### src/rtl/fifo_burst_writer_pkg.sv
// Shared definitions for the FIFO write-side burst producer.
// Defaults match the companion async FIFO package.
package fifo_burst_writer_pkg;

    typedef enum logic {
        IDLE = 1'b0,
        PUSH = 1'b1
    } state_t;

    localparam int FIFO_DATA_WIDTH = 8;
    localparam int FIFO_MAX_BYTES  = 2;

    // Bits needed to index 'value' distinct codes (0 .. value-1).
    function automatic int clog2(input int value);
        int r;
        int v;
        r = 0;
        v = value - 1;
        while (v > 0) begin
            r = r + 1;
            v = v >> 1;
        end
        return r;
    endfunction

endpackage

### src/rtl/fifo_burst_writer.sv
// Accepts a multi-byte word over valid/ready and writes it LSB-first into the
// async FIFO write port, one byte per cycle, stalling on wfull.
module fifo_burst_writer
    import fifo_burst_writer_pkg::*;
#(
    parameter int DATA_WIDTH = FIFO_DATA_WIDTH,
    parameter int MAX_BYTES  = FIFO_MAX_BYTES,
    parameter int LEN_W      = clog2(MAX_BYTES + 1)
) (
    input  logic                            wclk,
    input  logic                            wrst_n,
    input  logic                            in_valid,
    input  logic [DATA_WIDTH*MAX_BYTES-1:0] in_data,
    input  logic [LEN_W-1:0]                in_len,
    output logic                            in_ready,
    input  logic                            wfull,
    output logic                            winc,
    output logic [DATA_WIDTH-1:0]           wdata,
    output logic                            busy,
    output logic                            done,
    output logic                            len_err
);

    localparam int WORD_W = DATA_WIDTH * MAX_BYTES;
    localparam int CNT_W  = clog2(MAX_BYTES + 1);

    state_t            state_q, state_n;
    logic [WORD_W-1:0] shift_q, shift_n;
    logic [CNT_W-1:0]  rem_q,   rem_n;
    logic              done_n;
    logic              len_err_n;
    logic [CNT_W-1:0]  len_eff;
    logic              accept;
    logic              last_byte;
    int                len_in;

    assign last_byte = (rem_q == CNT_W'(1));
    assign winc      = (state_q == PUSH) && !wfull;
    assign wdata     = shift_q[DATA_WIDTH-1:0];
    assign in_ready  = (state_q == IDLE) || ((state_q == PUSH) && last_byte && !wfull);
    assign busy      = (state_q == PUSH);
    assign accept    = in_valid && in_ready;

    always_comb begin
        len_in  = int'(in_len);
        len_eff = CNT_W'((len_in > MAX_BYTES) ? MAX_BYTES : len_in);
    end

    always_comb begin
        state_n   = state_q;
        shift_n   = shift_q;
        rem_n     = rem_q;
        done_n    = 1'b0;
        len_err_n = 1'b0;

        if (winc) begin
            shift_n = shift_q >> DATA_WIDTH;
            rem_n   = rem_q - CNT_W'(1);
            if (last_byte) begin
                done_n  = 1'b1;
                state_n = IDLE;
            end
        end

        // A word accepted on the last byte's edge reloads with no bubble.
        if (accept) begin
            if (len_eff == '0) begin
                len_err_n = 1'b1;
            end else begin
                shift_n = in_data;
                rem_n   = len_eff;
                state_n = PUSH;
            end
        end
    end

    always_ff @(posedge wclk or negedge wrst_n) begin
        if (!wrst_n) begin
            state_q <= IDLE;
            shift_q <= '0;
            rem_q   <= '0;
            done    <= 1'b0;
            len_err <= 1'b0;
        end else begin
            state_q <= state_n;
            shift_q <= shift_n;
            rem_q   <= rem_n;
            done    <= done_n;
            len_err <= len_err_n;
        end
    end

endmodule

### config.mk
export PLATFORM = sky130hd
export DESIGN_NAME = fifo_burst_writer
export DESIGN_NICKNAME = d
export VERILOG_FILES = /design/src/rtl/fifo_burst_writer_pkg.sv /design/src/rtl/fifo_burst_writer.sv
export SDC_FILE = /design/constraint.sdc
export NUM_CORES = 1
export LEC_CHECK = 0
export BUFFER_PORTS_ARGS = -buffer_cell sky130_fd_sc_hd__clkbuf_2
export CORE_UTILIZATION = 53
export DETAILED_ROUTE_END_ITERATION = 6
export PLACE_DENSITY = 0.83
export SETUP_SLACK_MARGIN = 0.4
export SLEW_MARGIN = 25
export SYNTH_ARGS = -nofsm -noshare
export SYNTH_HDL_FRONTEND = slang
export SYNTH_SLANG_ARGS = --single-unit
### constraint.sdc
create_clock -name wclk -period 4.57 [get_ports wclk]
set_input_delay 1.1425 -clock wclk [delete_from_list [all_inputs] [get_ports wclk]]
set_output_delay 1.1425 -clock wclk [all_outputs]
set_load 0.03 [all_outputs]
==> metrics.yaml, run 1 <==
outcome:
  status: "finished clean"
power_and_ir_drop:
  p_per_area_mw_per_mm2: 627
  combPwrFrac_pct: 48.6
  p_sw_share_pct: 39.9
  power_leakage_nw: 0.700
  pwr-share-seq_pct: 40.1
  internal-power_mw: 0.458
  ir_drop_mv: 0.309
  p_clk_share_pct: 11.3
  power.switching_mw: 0.304
detailed_routing:
  wl_per_cell_um: 10.9
  via_per_inst: 4.72
  routed_wl_um: 1570
  vias: 680
  first_pass_iters: 4
  drtIter0Drc: 7
  ant_nets: 0
  drcViolationCount: 0
clock_tree:
  ctsHoldBuffers: 0
  clock_path_buffers: 2
  post_cts_resized: 0
  clock_latency_ns: 0.30
  tritoncts: "built"
  root_buffer: "clkbuf_4"
  cts_sinks: 21
  htreeDepth: 1
  cts_setup_buffers: 0
  numCtsBuffers: 3
  clkSlewWorstSetupHoldPaths_ns: 0.12
finish:
  stdcell_area_sq_mm: 0.00121
  drive_above_1_share_pct: 49.6
  finish.utilization_pct: 62.6
  nNetsFinal: 141
  mostFrequentLayoutCells: "clkbuf_2 (34), dfrtp_1 (21), mux2_2 (14)"
  num_antenna_cells: 0
  instances_no_fill: 144
  area_delta_synth_final_pct: 11.9
  layout.cells.most_common: "clkbuf_2"
grt:
  grt_use_total_pct: 15.6
  grt_max_degree: 22
  antenna_found_initial: 0
  grt_pass1_wl_um: 2410
  grt.overflow.total: 0
  grt_pass1_vias: 562
synth:
  syn_inst: 90
  synth_nets: 113
  synthMuxAreaShare_pct: 25.6
  synthSimpleGateAreaFrac_pct: 7.14
  yosys.cell_types.count: 22
  synth_top_family_by_area: "multiplexers"
  ys_seq_area_share_pct: 48.4
  ys_seq_elements: 21
  synthAdderAreaFrac_pct: 1.15
  synthXorXnorAreaFrac_pct: 0.806
  synth_compound_area_share_pct: 4.03
  synthesis.area_sq_mm: 0.00109
  ys_warn_count: 0
  syn_avg_cell_area_sq_um: 12.1
sta:
  worst_slew_pin_slew_ns: 0.504
  finClkSkew_ns: 0.00978
  setup_viol: 0
  finalHoldViolCount: 0
  finalMaxSlewViolations: 0
  max-slew-margin-rel_pct: 66.4
  period_needed_ns: 3.12
  rsz0062_at_grt: "no"
  fmax_ghz: 0.320
  fin_tns_setup_ns: 0
  post-route-period-util_pct: 68.4
floorplanning:
  die_h_um: 47.3
  floorplan.initialDensity_pct: 55.9
  fp.coreArea_sq_mm: 0.00194
  dieWidth_um: 47.3
  ioPinCount: 35
  rows: 16
  die_area_sq_mm: 0.00223
critical_path:
  endpoint_kind: "output port"
  cp.arrival_ns: 1.98
  cp.required_ns: 3.43
  crit_type: "in -> out"
  startpoint_type: "input port"
  cp_max_fo: 13
min_path:
  min_path_type: "reg -> reg"
place:
  dp_cells: 140
  gp_congestion: 0.733
  dpl.hpwl_um: 1230
  port_buffers: 34
  placed_cell_area_sq_mm: 0.00119
flow_run:
  cap_viol_max_count: 0
## registers in the layout, summed over array words and instances (netlist names)
| name | count |
|---|---|
| shift_q | 16 |
| rem_q | 2 |
| busy | 1 |
| done | 1 |
| len_err | 1 |
## power groups by stage
| stage | clock (mW) | sequential, mW | combinational [mW] |
|---|---|---|---|
| 2_1_floorplan | 0 | 0.314 | 0.341 |
| 3_3_place_gp | 0 | 0.307 | 0.364 |
| 3_5_place_dp | 0 | 0.311 | 0.374 |
| 4_1_cts | 0.0923 | 0.306 | 0.375 |
| 5_1_grt | 0.0986 | 0.317 | 0.399 |
| 6_report | 0.0861 | 0.305 | 0.370 |
## cell usage after synthesis (all sizes together)
library cell | n | share of area [%]
xnor2 | 1 | 0.81
o21ai | 1 | 0.46
a21oi | 1 | 0.46
ha | 1 | 1.2
and2 | 1 | 0.58
nand2b | 2 | 2.1
a21boi | 1 | 0.69
a21o | 1 | 0.81
a2bb2oi | 1 | 0.81
mux2 | 16 | 17
nand2 | 11 | 3.8
inv | 10 | 3.5
mux2i | 9 | 8.3
dfrtp | 21 | 48
o2bb2ai | 1 | 0.81
buf | 11 | 9.4
nor3b | 1 | 0.69
## area by class of cell
class / instances / area (sq um)
Timing Repair Buffer: 34 / 170
Inverter: 10 / 37.5
Clock inverter: 1 / 5.00
Clock buffer: 3 / 22.5
Fill cell: 181 / 727
Tap cell: 27 / 33.8
Multi-Input combinational cell: 48 / 420
Sequential cell: 21 / 526
## kinds of logic after synthesis
| kind of cell | count (synthesis) |
|---|---|
| buf+inv | 21 |
| fa+ha+maj | 1 |
| flops | 21 |
| simple gates | 15 |
| compound gates | 6 |
| mux | 25 |
| xor+xnor | 1 |
## worst max-delay path, stage by stage
cell,delay [ns]
clkbuf_2,0.09
nand2b_2,0.30
inv_2,0.21
clkbuf_2,0.24
## metal layers
layer  routed length (um)  GRT usage, %  vias to the layer above
met1                  665          19.9                      319
met4                   13          8.57                        0
met5                    0             0                        -
met3                   63          2.31                        2
li1                     -             -                      342
met2                  823          25.2                       17
## through the flow
stage	setup slack (ns)	total power, mW	hold slack (ns)
finish	1.45	0.762	0.533
global route	1.37	0.815	0.550
CTS	1.43	0.774	0.536
detailed placement	1.43	0.685	0.519
global placement	1.44	0.671	0.513
floorplan	1.87	0.655	0.499
## worst paths after layout
kind	start	endpoint	slack [ns]	cells past startpoint
setup reg to reg	rem_q[0]	shift_q[5]	2.94	4
hold reg to reg	shift_q[15]	shift_q[15]	0.53	2
setup / recovery	wfull	winc	1.45	4
min in group asynchronous	wrst_n	shift_q[0]	0.78	1
max in group asynchronous	wrst_n	shift_q[5]	3.44	1
hold / removal	shift_q[15]	shift_q[15]	0.53	2
Note: power is estimated with default switching activity, not from simulation.
==> run 2: changes to the inputs <==
--- a/config.mk
+++ b/config.mk
@@ -5,10 +5,11 @@
 export SDC_FILE = /design/constraint.sdc
 export NUM_CORES = 1
 export LEC_CHECK = 0
+export ABC_AREA = 1
 export BUFFER_PORTS_ARGS = -buffer_cell sky130_fd_sc_hd__clkbuf_2
-export CORE_UTILIZATION = 53
+export CORE_UTILIZATION = 50
 export DETAILED_ROUTE_END_ITERATION = 6
-export PLACE_DENSITY = 0.83
+export PLACE_DENSITY = 0.77
 export SETUP_SLACK_MARGIN = 0.4
 export SLEW_MARGIN = 25
 export SYNTH_ARGS = -nofsm -noshare
==> constraint.sdc (replaced) <==
create_clock -name wclk -period 3 [get_ports wclk]
set_input_delay 0.75 -clock wclk [delete_from_list [all_inputs] [get_ports wclk]]
set_output_delay 0.75 -clock wclk [all_outputs]
set_load 0.03 [all_outputs]
==> run 2 against run 1 <==
- total power is 68% higher
- first-iteration DRC count rose by 71%
- critical path depth grew 1
- synthesized area rose by 10%
- global-route usage rose by 0.60 points
- final area is 9.8% higher
- worst hold slack lost 0.12 ns
- sequential power up 52%
- critical path type unchanged
- non-clock buffer count up 1
==> metrics.yaml, run 2 <==
detailed_routing:
  first_pass_iters: 4
  ant_nets: 0
  via_per_inst: 4.39
  wl_per_cell_um: 9.71
  drtIter0Drc: 12
  drcViolationCount: 0
  vias: 860
  routed_wl_um: 1900
synth:
  synth_compound_area_share_pct: 18.7
  synthSimpleGateAreaFrac_pct: 18.4
  ys_warn_count: 0
  synthesis.area_sq_mm: 0.00120
  yosysMostFrequentCell: "nand2_1"
  synth_commonest_cells: "nand2_1 (33), inv_1 (28), o21ai_2 (25), dfrtp_1 (21), nor2_1 (11)"
  ys_seq_area_share_pct: 43.8
  syn_inst: 141
  yosys.cell_types.count: 14
  synth-async-reset-ratio_pct: 100
  synth_nets: 164
  synth_top_family_by_area: "compound AO/OA/AOI/OAI gates"
  syn_avg_cell_area_sq_um: 8.51
  synthXorXnorAreaFrac_pct: 0
  synth_top_area_share_pct: 43.8
  synth_flop_cell: "dfrtp_1"
  synthAdderAreaFrac_pct: 1.04
  yosysTopAreaCell: "dfrtp_1"
  synthMuxAreaShare_pct: 0
  ys_seq_elements: 21
  synth-edff-count: 0
  synth.area.top_cells: "dfrtp_1 (44%), o21ai_2 (18%), nand2_1 (10%), inv_1 (8.8%), buf_4 (5.0%)"
grt:
  grt_use_total_pct: 16.2
  grt.overflow.total: 0
  antenna_found_initial: 0
  met1_usage_pct: 20.9
  grt_pass1_vias: 755
  grt-busiest-layer: "met2"
  grt_use_met2_pct: 24.1
  use_met3_pct: 3.57
  grt_max_degree: 34
  grt_pass1_wl_um: 3060
sta:
  finalMaxSlewViolations: 0
  finalHoldViolCount: 0
  post-route-period-util_pct: 70.9
  max-slew-margin-rel_pct: 65.4
  finClkSkew_ns: 0.00389
  period_needed_ns: 2.13
  worst_slew_pin_slew_ns: 0.518
  rsz0062_at_grt: "no"
  fmax_ghz: 0.470
  setup_viol: 0
  fin_tns_setup_ns: 0
finish:
  layout.cells.most_common: "clkbuf_2"
  area_delta_synth_final_pct: 11.2
  drive_above_1_share_pct: 41.7
  largest_reg_flops: 16
  n_fill_cell: 208
  seq_area_sq_um: 526
  mostFrequentLayoutCells: "clkbuf_2 (34), nand2_1 (33), inv_1 (28)"
  multi_input_area_sq_um: 457
  finish.utilization_pct: 59.7
  top_regs: "shift_q x16, rem_q x2"
  largest-register: "shift_q"
  nNetsFinal: 192
  num_antenna_cells: 0
clock_tree:
  tritoncts: "built"
  post_cts_resized: 0
  htreeDepth: 1
  root_buffer: "clkbuf_4"
  cts_sinks: 21
  cts_setup_buffers: 0
  clock_path_buffers: 2
  clkSlewWorstSetupHoldPaths_ns: 0.11
  clock_latency_ns: 0.29
  ctsHoldBuffers: 0
  numCtsBuffers: 3
flow_run:
  cap_viol_max_count: 0
place:
  dpl.hpwl_um: 1360
  port_buffers: 34
  gp_congestion: 0.811
critical_path:
  rr_startpoint: "rem_q[1]"
  startpoint_type: "input port"
  endpoint_kind: "output port"
  critPathLaunch: "wfull"
  crit_type: "in -> out"
  cp.required_ns: 2.25
  cp.arrival_ns: 1.38
  cp_max_fo: 10
power_and_ir_drop:
  p_per_area_mw_per_mm2: 959
  power_leakage_nw: 0.754
  ir_drop_mv: 0.450
floorplanning:
  die_area_sq_mm: 0.00260
  rows: 17
  fp.coreArea_sq_mm: 0.00223
  floorplan.initialDensity_pct: 53.7
  die_h_um: 51.0
  ioPinCount: 35
  dieWidth_um: 51.0
min_path:
  min_path_type: "in -> async"
outcome:
  status: "finished clean"
[run 2: changes by cell type in the layout (fill, tap and decap cells not counted), moves of 2 or more]
cell     delta
nand3_1     +2
nand2_2     +3
mux2_2     -14
nor2_1     +11
mux2i_1     -9
o21ai_2    +25
inv_1      +19
nand2_1    +22
mux2_4      -2
[run 2: layout make-up]
cell class                      count  share of cell area (%)
Timing Repair Buffer               35                    13.3
Clock buffer                        4                    1.97
Sequential cell                    21                    39.4
Inverter                           30                    8.44
Tap cell                           28                    2.63
Multi-Input combinational cell     78                    34.2
[run 2: logic make-up (layout without fill, tap and decap cells)]
group	count (synthesis)	in the layout
flops	21	21
simple gates	51	51
buf+inv	42	69
compound gates	26	26
fa+ha+maj	1	1
[run 2: stage by stage]
stage | hold WS [ns] | total power [mW] | cells | setup WS [ns] | instance area (sq um)
6_report | 0.409 | 1.28 | 196 | 0.872 | 1330
5_1_grt | 0.421 | 1.38 | 196 | 0.812 | 1330
4_1_cts | 0.419 | 1.29 | 196 | 0.871 | 1330
3_5_place_dp | 0.581 | 1.16 | 192 | 0.870 | 1310
3_3_place_gp | 0.562 | 1.14 | 192 | 0.902 | 1310
2_1_floorplan | 0.454 | 1.10 | 141 | 1.11 | 1200
[run 2: final timing paths]
| check | end | slack [ns] | depth (start not counted) |
|---|---|---|---|
| max | winc | 0.87 | 5 |
| min | done | 0.41 | 1 |
| max reg2reg | shift_q[6] | 1.48 | 7 |
| min reg2reg | shift_q[0] | 0.60 | 4 |
| max in group asynchronous | shift_q[5] | 2.24 | 1 |
| min in group wclk | shift_q[0] | 0.60 | 4 |
[run 2: critical path: stages]
cell and delay [ns]:
clkbuf_2 0.09, inv_2 0.07, nand2_2 0.06, inv_2 0.16, clkbuf_2 0.24
[run 2: per-layer routing]
layer	part of all wire [%]	vias up	wire [um]
met4	1.4	0	27
li1	-	467	-
met1	49	372	935
met2	46	19	871
met3	3.6	2	69
met5	0	-	0
[run 2: report_power, final]
group	total (mW)	internal, mW	switching [mW]
Sequential	0.463	0.402	0.0613
Clock	0.131	0.0516	0.0798
Combinational	0.685	0.228	0.457
Total	1.28	0.682	0.598
